**src/rtl/regfile_pkg.sv**
```systemverilog
// rtl/regfile_pkg.sv - shared regfile types, widths and writeback priority states
package regfile_pkg;

  localparam int REG_AW_DEFAULT = 6;
  localparam int REG_DW_DEFAULT = 32;

  typedef logic [5:0]  reg_addr_t;
  typedef logic [31:0] reg_data_t;

  typedef enum logic {
    LD_PRI  = 1'b0,
    ALU_PRI = 1'b1
  } wb_pri_e;

  localparam reg_addr_t REG_ZERO = '0;

  function automatic int wb_cnt_width(input int max_wait);
    return $clog2(max_wait + 1);
  endfunction

endpackage

```
**src/rtl/wb_starve_counter.sv**
```systemverilog
// rtl/wb_starve_counter.sv - saturating ALU stall counter; o_reach flags a stall landing on MAX_WAIT
module wb_starve_counter
  import regfile_pkg::*;
#(
  parameter int MAX_WAIT = 4
) (
  input  logic clk,
  input  logic rst_n,
  input  logic i_inc,
  input  logic i_clr,
  output logic o_reach
);

  localparam int            CW   = wb_cnt_width(MAX_WAIT);
  localparam logic [CW-1:0] CMAX = CW'(MAX_WAIT);

  logic [CW-1:0] r_count;
  logic [CW-1:0] w_count_nxt;

  always_comb begin
    w_count_nxt = r_count;
    if (i_clr) begin
      w_count_nxt = '0;
    end else if (i_inc && (r_count != CMAX)) begin
      w_count_nxt = r_count + 1'b1;
    end
  end

  // Asserted in the stall cycle itself so priority flips in time for the next cycle.
  assign o_reach = i_inc && !i_clr && (w_count_nxt == CMAX);

  always_ff @(posedge clk or negedge rst_n) begin
    if (!rst_n) begin
      r_count <= '0;
    end else begin
      r_count <= w_count_nxt;
    end
  end

endmodule

```
**src/rtl/regfile_wb_arbiter.sv**
```systemverilog
// rtl/regfile_wb_arbiter.sv - LD/ALU writeback arbiter onto the regfile write port; REGFILE_WB_BYPASS_EN adds read forwarding
module regfile_wb_arbiter
  import regfile_pkg::*;
#(
  parameter int AW       = REG_AW_DEFAULT,
  parameter int DW       = REG_DW_DEFAULT,
  parameter int MAX_WAIT = 4
) (
  input  logic          clk,
  input  logic          rst_n,
  input  logic          ld_valid,
  input  logic [AW-1:0] ld_addr,
  input  logic [DW-1:0] ld_data,
  output logic          ld_ready,
  input  logic          alu_valid,
  input  logic [AW-1:0] alu_addr,
  input  logic [DW-1:0] alu_data,
  output logic          alu_ready,
  output logic          we3,
  output logic [AW-1:0] addr3,
  output logic [DW-1:0] writeData3,
  output logic          starve_active
`ifdef REGFILE_WB_BYPASS_EN
  ,
  input  logic [AW-1:0] rd_addr1,
  input  logic [AW-1:0] rd_addr2,
  output logic          fwd_hit1,
  output logic          fwd_hit2,
  output logic [DW-1:0] fwd_data1,
  output logic [DW-1:0] fwd_data2
`endif
);

  wb_pri_e       r_state;
  wb_pri_e       w_state_nxt;
  logic          r_starve;
  logic          r_we;
  logic [AW-1:0] r_addr;
  logic [DW-1:0] r_data;
  logic          w_reach;
  logic          w_grant;
  logic [AW-1:0] w_gaddr;
  logic [DW-1:0] w_gdata;
  logic          w_write;

  wb_starve_counter #(
    .MAX_WAIT(MAX_WAIT)
  ) u_starve (
    .clk    (clk),
    .rst_n  (rst_n),
    .i_inc  (alu_valid && !alu_ready),
    .i_clr  (alu_ready),
    .o_reach(w_reach)
  );

  always_ff @(posedge clk or negedge rst_n) begin
    if (!rst_n) begin
      r_state  <= LD_PRI;
      r_starve <= 1'b0;
    end else begin
      r_state  <= w_state_nxt;
      r_starve <= (w_state_nxt == ALU_PRI);
    end
  end

  always_comb begin
    w_state_nxt = r_state;
    case (r_state)
      LD_PRI:  if (w_reach) w_state_nxt = ALU_PRI;
      ALU_PRI: if (alu_ready || !alu_valid) w_state_nxt = LD_PRI;
      default: w_state_nxt = LD_PRI;
    endcase
  end

  always_comb begin
    ld_ready  = 1'b0;
    alu_ready = 1'b0;
    if (r_state == ALU_PRI) begin
      if (alu_valid)     alu_ready = 1'b1;
      else if (ld_valid) ld_ready  = 1'b1;
    end else begin
      if (ld_valid)       ld_ready  = 1'b1;
      else if (alu_valid) alu_ready = 1'b1;
    end
  end

  assign starve_active = r_starve;

  assign w_grant = ld_ready || alu_ready;
  assign w_gaddr = alu_ready ? alu_addr : ld_addr;
  assign w_gdata = alu_ready ? alu_data : ld_data;
  // Register-0 writes are acknowledged but never reach the port, keeping $0 hard-wired.
  assign w_write = w_grant && (w_gaddr != AW'(REG_ZERO));

  always_ff @(posedge clk or negedge rst_n) begin
    if (!rst_n) begin
      r_we   <= 1'b0;
      r_addr <= '0;
      r_data <= '0;
    end else begin
      r_we <= w_write;
      if (w_write) begin
        r_addr <= w_gaddr;
        r_data <= w_gdata;
      end
    end
  end

  assign we3        = r_we;
  assign addr3      = r_addr;
  assign writeData3 = r_data;

`ifdef REGFILE_WB_BYPASS_EN
  assign fwd_hit1  = r_we && (r_addr == rd_addr1) && (rd_addr1 != AW'(REG_ZERO));
  assign fwd_hit2  = r_we && (r_addr == rd_addr2) && (rd_addr2 != AW'(REG_ZERO));
  assign fwd_data1 = fwd_hit1 ? r_data : '0;
  assign fwd_data2 = fwd_hit2 ? r_data : '0;
`endif

endmodule

```
**config.mk**
```make
export PLATFORM = sky130hd
export DESIGN_NAME = regfile_wb_arbiter
export DESIGN_NICKNAME = d
export VERILOG_FILES = /design/src/rtl/regfile_pkg.sv /design/src/rtl/wb_starve_counter.sv /design/src/rtl/regfile_wb_arbiter.sv
export SDC_FILE = /design/constraint.sdc
export NUM_CORES = 1
export LEC_CHECK = 0
export CAP_MARGIN = 0
export CORE_MARGIN = 2
export CORE_UTILIZATION = 42
export DETAILED_ROUTE_END_ITERATION = 12
export PLACE_DENSITY = 0.94
export SLEW_MARGIN = 20
export SYNTH_ARGS = -nofsm -noshare
export SYNTH_HDL_FRONTEND = slang
export SYNTH_SLANG_ARGS = --single-unit
```
**constraint.sdc**
```tcl
create_clock -name clk -period 2.95 [get_ports clk]
set_input_delay 0.59 -clock clk [delete_from_list [all_inputs] [get_ports clk]]
set_output_delay 0.59 -clock clk [all_outputs]
set_load 0.01 [all_outputs]
```
==> Word-level counts from Yosys, hierarchy flattened <==
Cells that the tools add are included.
{ "totals": {"regBits": 43, "mem_bits_rw": 0, "mem_count": 0, "elab_cells": 32, "inputBits": 80, "mem_bits_ro": 0, "latchBits": 0} }
{ "classes": {"bitwise": 1, "mux": 13, "multipliers": 0, "n_reduce_logical": 10, "add_sub_neg": 1, "eq_ne": 2, "n_lt_le_gt_ge": 0, "div_mod_pow": 0, "shift": 0} }
{ "ops": {"columns": ["operator", "count"], "rows": [
  ["$mux 32", 1],
  ["$mux 1", 8],
  ["$mux 3", 2],
  ["$mux 6", 1],
  ["$reduce_bool 6->1", 1],
  ["$logic_and 1x1->1", 5],
  ["$add 3x1->3 const B", 1],
  ["$eq 3x3->1 const B", 1],
  ["$ne 3x3->1 const B", 1],
  ["$logic_not 1->1", 2],
  ["$logic_or 1x1->1", 2],
  ["$pmux 1 s2", 1],
  ["$not 1->1", 1]
]} }

==> Longest topological paths before layout <==
{ "depth": {"depth_word": 12, "depth_mapped": 7, "mapped_depth_nobuf": 6} }

==> Modules after synthesis <==
From an unflattened synthesis, not the netlist that was laid out.
{ "unflattened": {"hier_cells": 184, "area_unflattened_um2": 2426.1} }
{ "by_module_without_submodules": {"columns": ["mod", "area_each_um2", "cells_each", "instances"], "rows": [
  ["regfile_wb_arbiter", 2223.4, 165, 1],
  ["wb_starve_counter", 202.7, 19, 1]
]} }

==> Worst setup path before layout <==
No wires, ideal clock.
{ "synth_path": {"path_type": "input port to flip-flop", "start": "input port alu_valid", "end": "register r_data[0], in the netlist writeData3[0]", "setup_ns": 0.125, "t_arrival_ns": 2.016, "setup_slack_ns": 0.809, "stages": 7, "cell_sequence": "buf_2 > a21boi_0 > o31ai_2 > o21ai_1 > buf_6 > buf_6 > mux2_4"} }
{ "synth_rtl": {"columns": ["element", "line_no", "text"], "rows": [
  ["from (decl)", "regfile_wb_arbiter.sv:15", "input logic alu_valid,"],
  ["$mux 1", "regfile_wb_arbiter.sv:79", "if (alu_valid) alu_ready = 1'b1;"],
  ["$mux 1", "regfile_wb_arbiter.sv:78", "if (r_state == ALU_PRI) begin"],
  ["via ld_ready", "regfile_wb_arbiter.sv:14", "output logic ld_ready,"],
  ["$logic_or 1x1->1", "regfile_wb_arbiter.sv:89", "assign w_grant = ld_ready || alu_ready;"],
  ["$logic_and 1x1->1", "regfile_wb_arbiter.sv:93", "assign w_write = w_grant && (w_gaddr != AW'(REG_ZERO));"],
  ["via w_write", "regfile_wb_arbiter.sv:44", "logic w_write;"],
  ["to (signal assigned)", "regfile_wb_arbiter.sv:104", "r_data <= w_gdata;"],
  ["to (decl)", "regfile_wb_arbiter.sv:39", "logic [DW-1:0] r_data;"]
]} }
The timed path passes the listed nets, and every way through them passes these cells.
A chain may end at the register's enable or synchronous reset.

==> Final worst setup path <==
{ "layout_path": {"start": "input port alu_valid", "end": "output port ld_ready"} }
{ "layout_via": {"elab_chain_cells": 2} }
{ "layout_lines": {"columns": ["element", "line_no"], "rows": [
  ["$mux 1", "regfile_wb_arbiter.sv:79"],
  ["$mux 1", "regfile_wb_arbiter.sv:78"],
  ["to (decl)", "regfile_wb_arbiter.sv:14"]
]} }
No other way between the ends.

==> results.yml <==
grt:
  antenna_found_initial: 0
  grt_max_degree: 44
  globalRouteTotalUtil: 0.1849
  grt_pass1_wl_mm: 8.707
  grt-ovfl-total: 0
  grt_pass1_vias: 1821
cts:
  cts_max_level: 2
  cts.clk_slew.worst_paths_ns: 0.08
  cts_setup_buffers: 0
  postCtsHoldBufs: 0
  cts_tree: "yes"
  ctsResizeCount: 0
  root_buffer: "clkbuf_8"
  cts.sinks: 43
  clk_latency_ns: 0.28
  clock_path_buffers: 2
  numCtsBuffers: 5
synth:
  syn_avg_cell_area_um2: 13.87
  synth.ff_latch_count: 43
  yosysUniqueCellTypes: 25
  syn_area_um2: 2205
  synth_edf_count: 0
  synthFlopType: "dfrtp_1"
  yosys_warnings: 0
  syn_nets: 241
  synth_cells: 159
  yosysSeqAreaShare: 0.4881
  async_flop_share: 1.000
timing:
  worst_pin_slew_ns: 0.9411
  hold_viol: 0
  hold_slack_ns: 0.4398
  max_slew_margin: 0.3726
  rsz0062_at_grt: "no"
  max_freq_mhz: 374.5
  fin_crit_sh: 0.9051
  setup_viol: 0
  slew_violations: 0
  period_minus_slack_ns: 2.670
  skew_ns: 0.003481
  setup_tns_ns: 0
floorplan:
  ios: 122
  rows: 26
  start_util: 0.4344
  core_area_um2: 5075
  die_y_um: 76.45
  die_w_um: 76.45
  dieArea_um2: 5845
place:
  numPlacedInstances: 344
  place_area_um2: 3493
  dpl.hpwl_mm: 4.143
  portBuffers: 121
  gp_congestion: 0.8031
critical_path:
  worstSetupEndpointType: "primary output"
  cp.arrival_ns: 2.08
  worst-setup-path-type: "in -> out"
  r2r-end: "writeData3[22]"
  rrSetupSlack_ns: 1.14
  cp_slowest_cell: "clkdlybuf4s50_1"
  crit_top_cell: "clkdlybuf4s50_1"
  rr_startpoint: "starve_active"
  critical_path.max_fanout: 9
  crit_chain: "clkdlybuf4s50_1 -> a21boi_0 -> clkdlybuf4s50_1"
  startpoint_type: "input pin"
  cpPeakStageDelay_ns: 0.61
  required_ns: 2.36
  worst-r2r-cell-count: 5
drt:
  wire_per_inst_um: 14.95
  drc: 0
  routed_wl_mm: 5.262
  drt_first_pass_iters: 4
  vias: 1722
  drt_iter0_markers: 68
  avgViaCountPerCell: 4.892
  ant_nets: 0
hold_path:
  hp-class: "in -> async"
pwr:
  ir_worst_vdd_uv: 302.2
  leakagePower_nw: 1.483
  powerDensity_nw_per_um2: 467.7
cells_and_area:
  diodes: 0
  fin_nets: 363
  post_route_cells_drive_above_1_share: 0.3227
  final_cells: 352
  final_area_um2: 3611
  fill_cells: 381
  area_growth_pct: 63.79
  finish.utilization: 0.7115
job:
  cap_violations: 0
status:
  status: "completed"
-- cell families after synthesis --
family                     Yosys count  synth area share
buffers and inverters               12           0.02951
AOI/OAI and AO/OA                   12           0.03462
and+or+nand+nor                     14           0.03292
adders and majority gates            2           0.01135
DFF                                 43            0.4881
muxes                               76            0.4035
-- registers in the layout, summed over array words and instances (netlist names) --
register and cells:
starve_active 1, addr3 6, we3 1, writeData3 32, u_starve.r_count 3
-- critical path, delay by kind of cell --
kind / cells / cell delay (ns)
buffers and inverters: 2 / 1.16
AOI/OAI and AO/OA: 1 / 0.34
-- cell usage after synthesis, types with 2 or more instances --
master | instances | area share
a21oi_1 | 4 | 0.0091
ha_1 | 2 | 0.011
buf_1 | 2 | 0.0034
o21ai_0 | 2 | 0.0045
mux2_4 | 9 | 0.061
inv_1 | 3 | 0.0051
buf_2 | 4 | 0.0091
or4_1 | 2 | 0.0068
nand2_1 | 4 | 0.0068
nor2_1 | 2 | 0.0034
nor3_1 | 2 | 0.0045
buf_6 | 2 | 0.010
mux2_2 | 67 | 0.34
dfrtp_1 | 43 | 0.49
-- stage by stage --
stage               setup WS [ns]  total power, mW
floorplan                  0.8087           0.9389
global route               0.1561            1.786
global placement           0.3195            1.226
finish                     0.2798            1.689
detailed placement         0.2859            1.243
CTS                        0.2814            1.712
-- cells in the final DEF (no fill, tap or decap) --
| cell | n |
|---|---|
| clkdlybuf4s50_1 | 120 |
| mux2_2 | 67 |
| dfrtp_1 | 43 |
| mux2_4 | 9 |
| clkbuf_8 | 6 |
| a21oi_1 | 4 |
| inv_1 | 3 |
| nand2_1 | 3 |
| nor2_1 | 2 |
| o21ai_0 | 2 |
| or4_1 | 2 |
| nor3_1 | 2 |
| ha_1 | 2 |
| buf_4 | 2 |
| nand2b_1 | 1 |
| nand2_2 | 1 |
| nor2b_1 | 1 |
| nand3b_1 | 1 |
| a31oi_1 | 1 |
| o22ai_1 | 1 |
| nand3_1 | 1 |
| a21boi_0 | 1 |
| o31ai_2 | 1 |
| o21ai_4 | 1 |
| o2111ai_1 | 1 |
| clkinv_2 | 1 |
| bufinv_16 | 1 |
| buf_2 | 1 |
| buf_12 | 1 |
-- metal layers --
layer / global-route usage / vias to the layer above / share of wire
li1: - / 816 / -
met1: 0.1986 / 817 / 0.37
met2: 0.3327 / 80 / 0.52
met3: 0.06754 / 9 / 0.087
met4: 0.06545 / 0 / 0.020
met5: 0 / - / 0
-- power breakdown --
part | internal (mW) | total, mW | switching (mW)
Clock | 0.274 | 0.463 | 0.190
Combinational | 0.340 | 0.515 | 0.175
Sequential | 0.666 | 0.711 | 0.0443
Total | 1.28 | 1.69 | 0.409
-- how the worst max path moves through the flow --
stage                    from            end  slack [ns]  cells past startpoint
detailed placement  alu_valid       ld_ready        0.29                      3
finish              alu_valid       ld_ready        0.28                      3
floorplan           alu_valid  writeData3[0]        0.81                      7
global placement    alu_valid       ld_ready        0.32                      3
CTS                 alu_valid       ld_ready        0.28                      3
global route        alu_valid       ld_ready        0.16                      3
-- layout make-up --
type	instances	area [um^2]	area share
Inverter	3	11.26	0.003119
Timing Repair Buffer	124	1241	0.3437
Clock buffer	6	82.58	0.02287
Clock inverter	2	35.03	0.009702
Tap cell	70	87.58	0.02426
Multi-Input combinational cell	104	1077	0.2983
Sequential cell	43	1076	0.2980
Note: power is estimated with default switching activity, not from simulation.
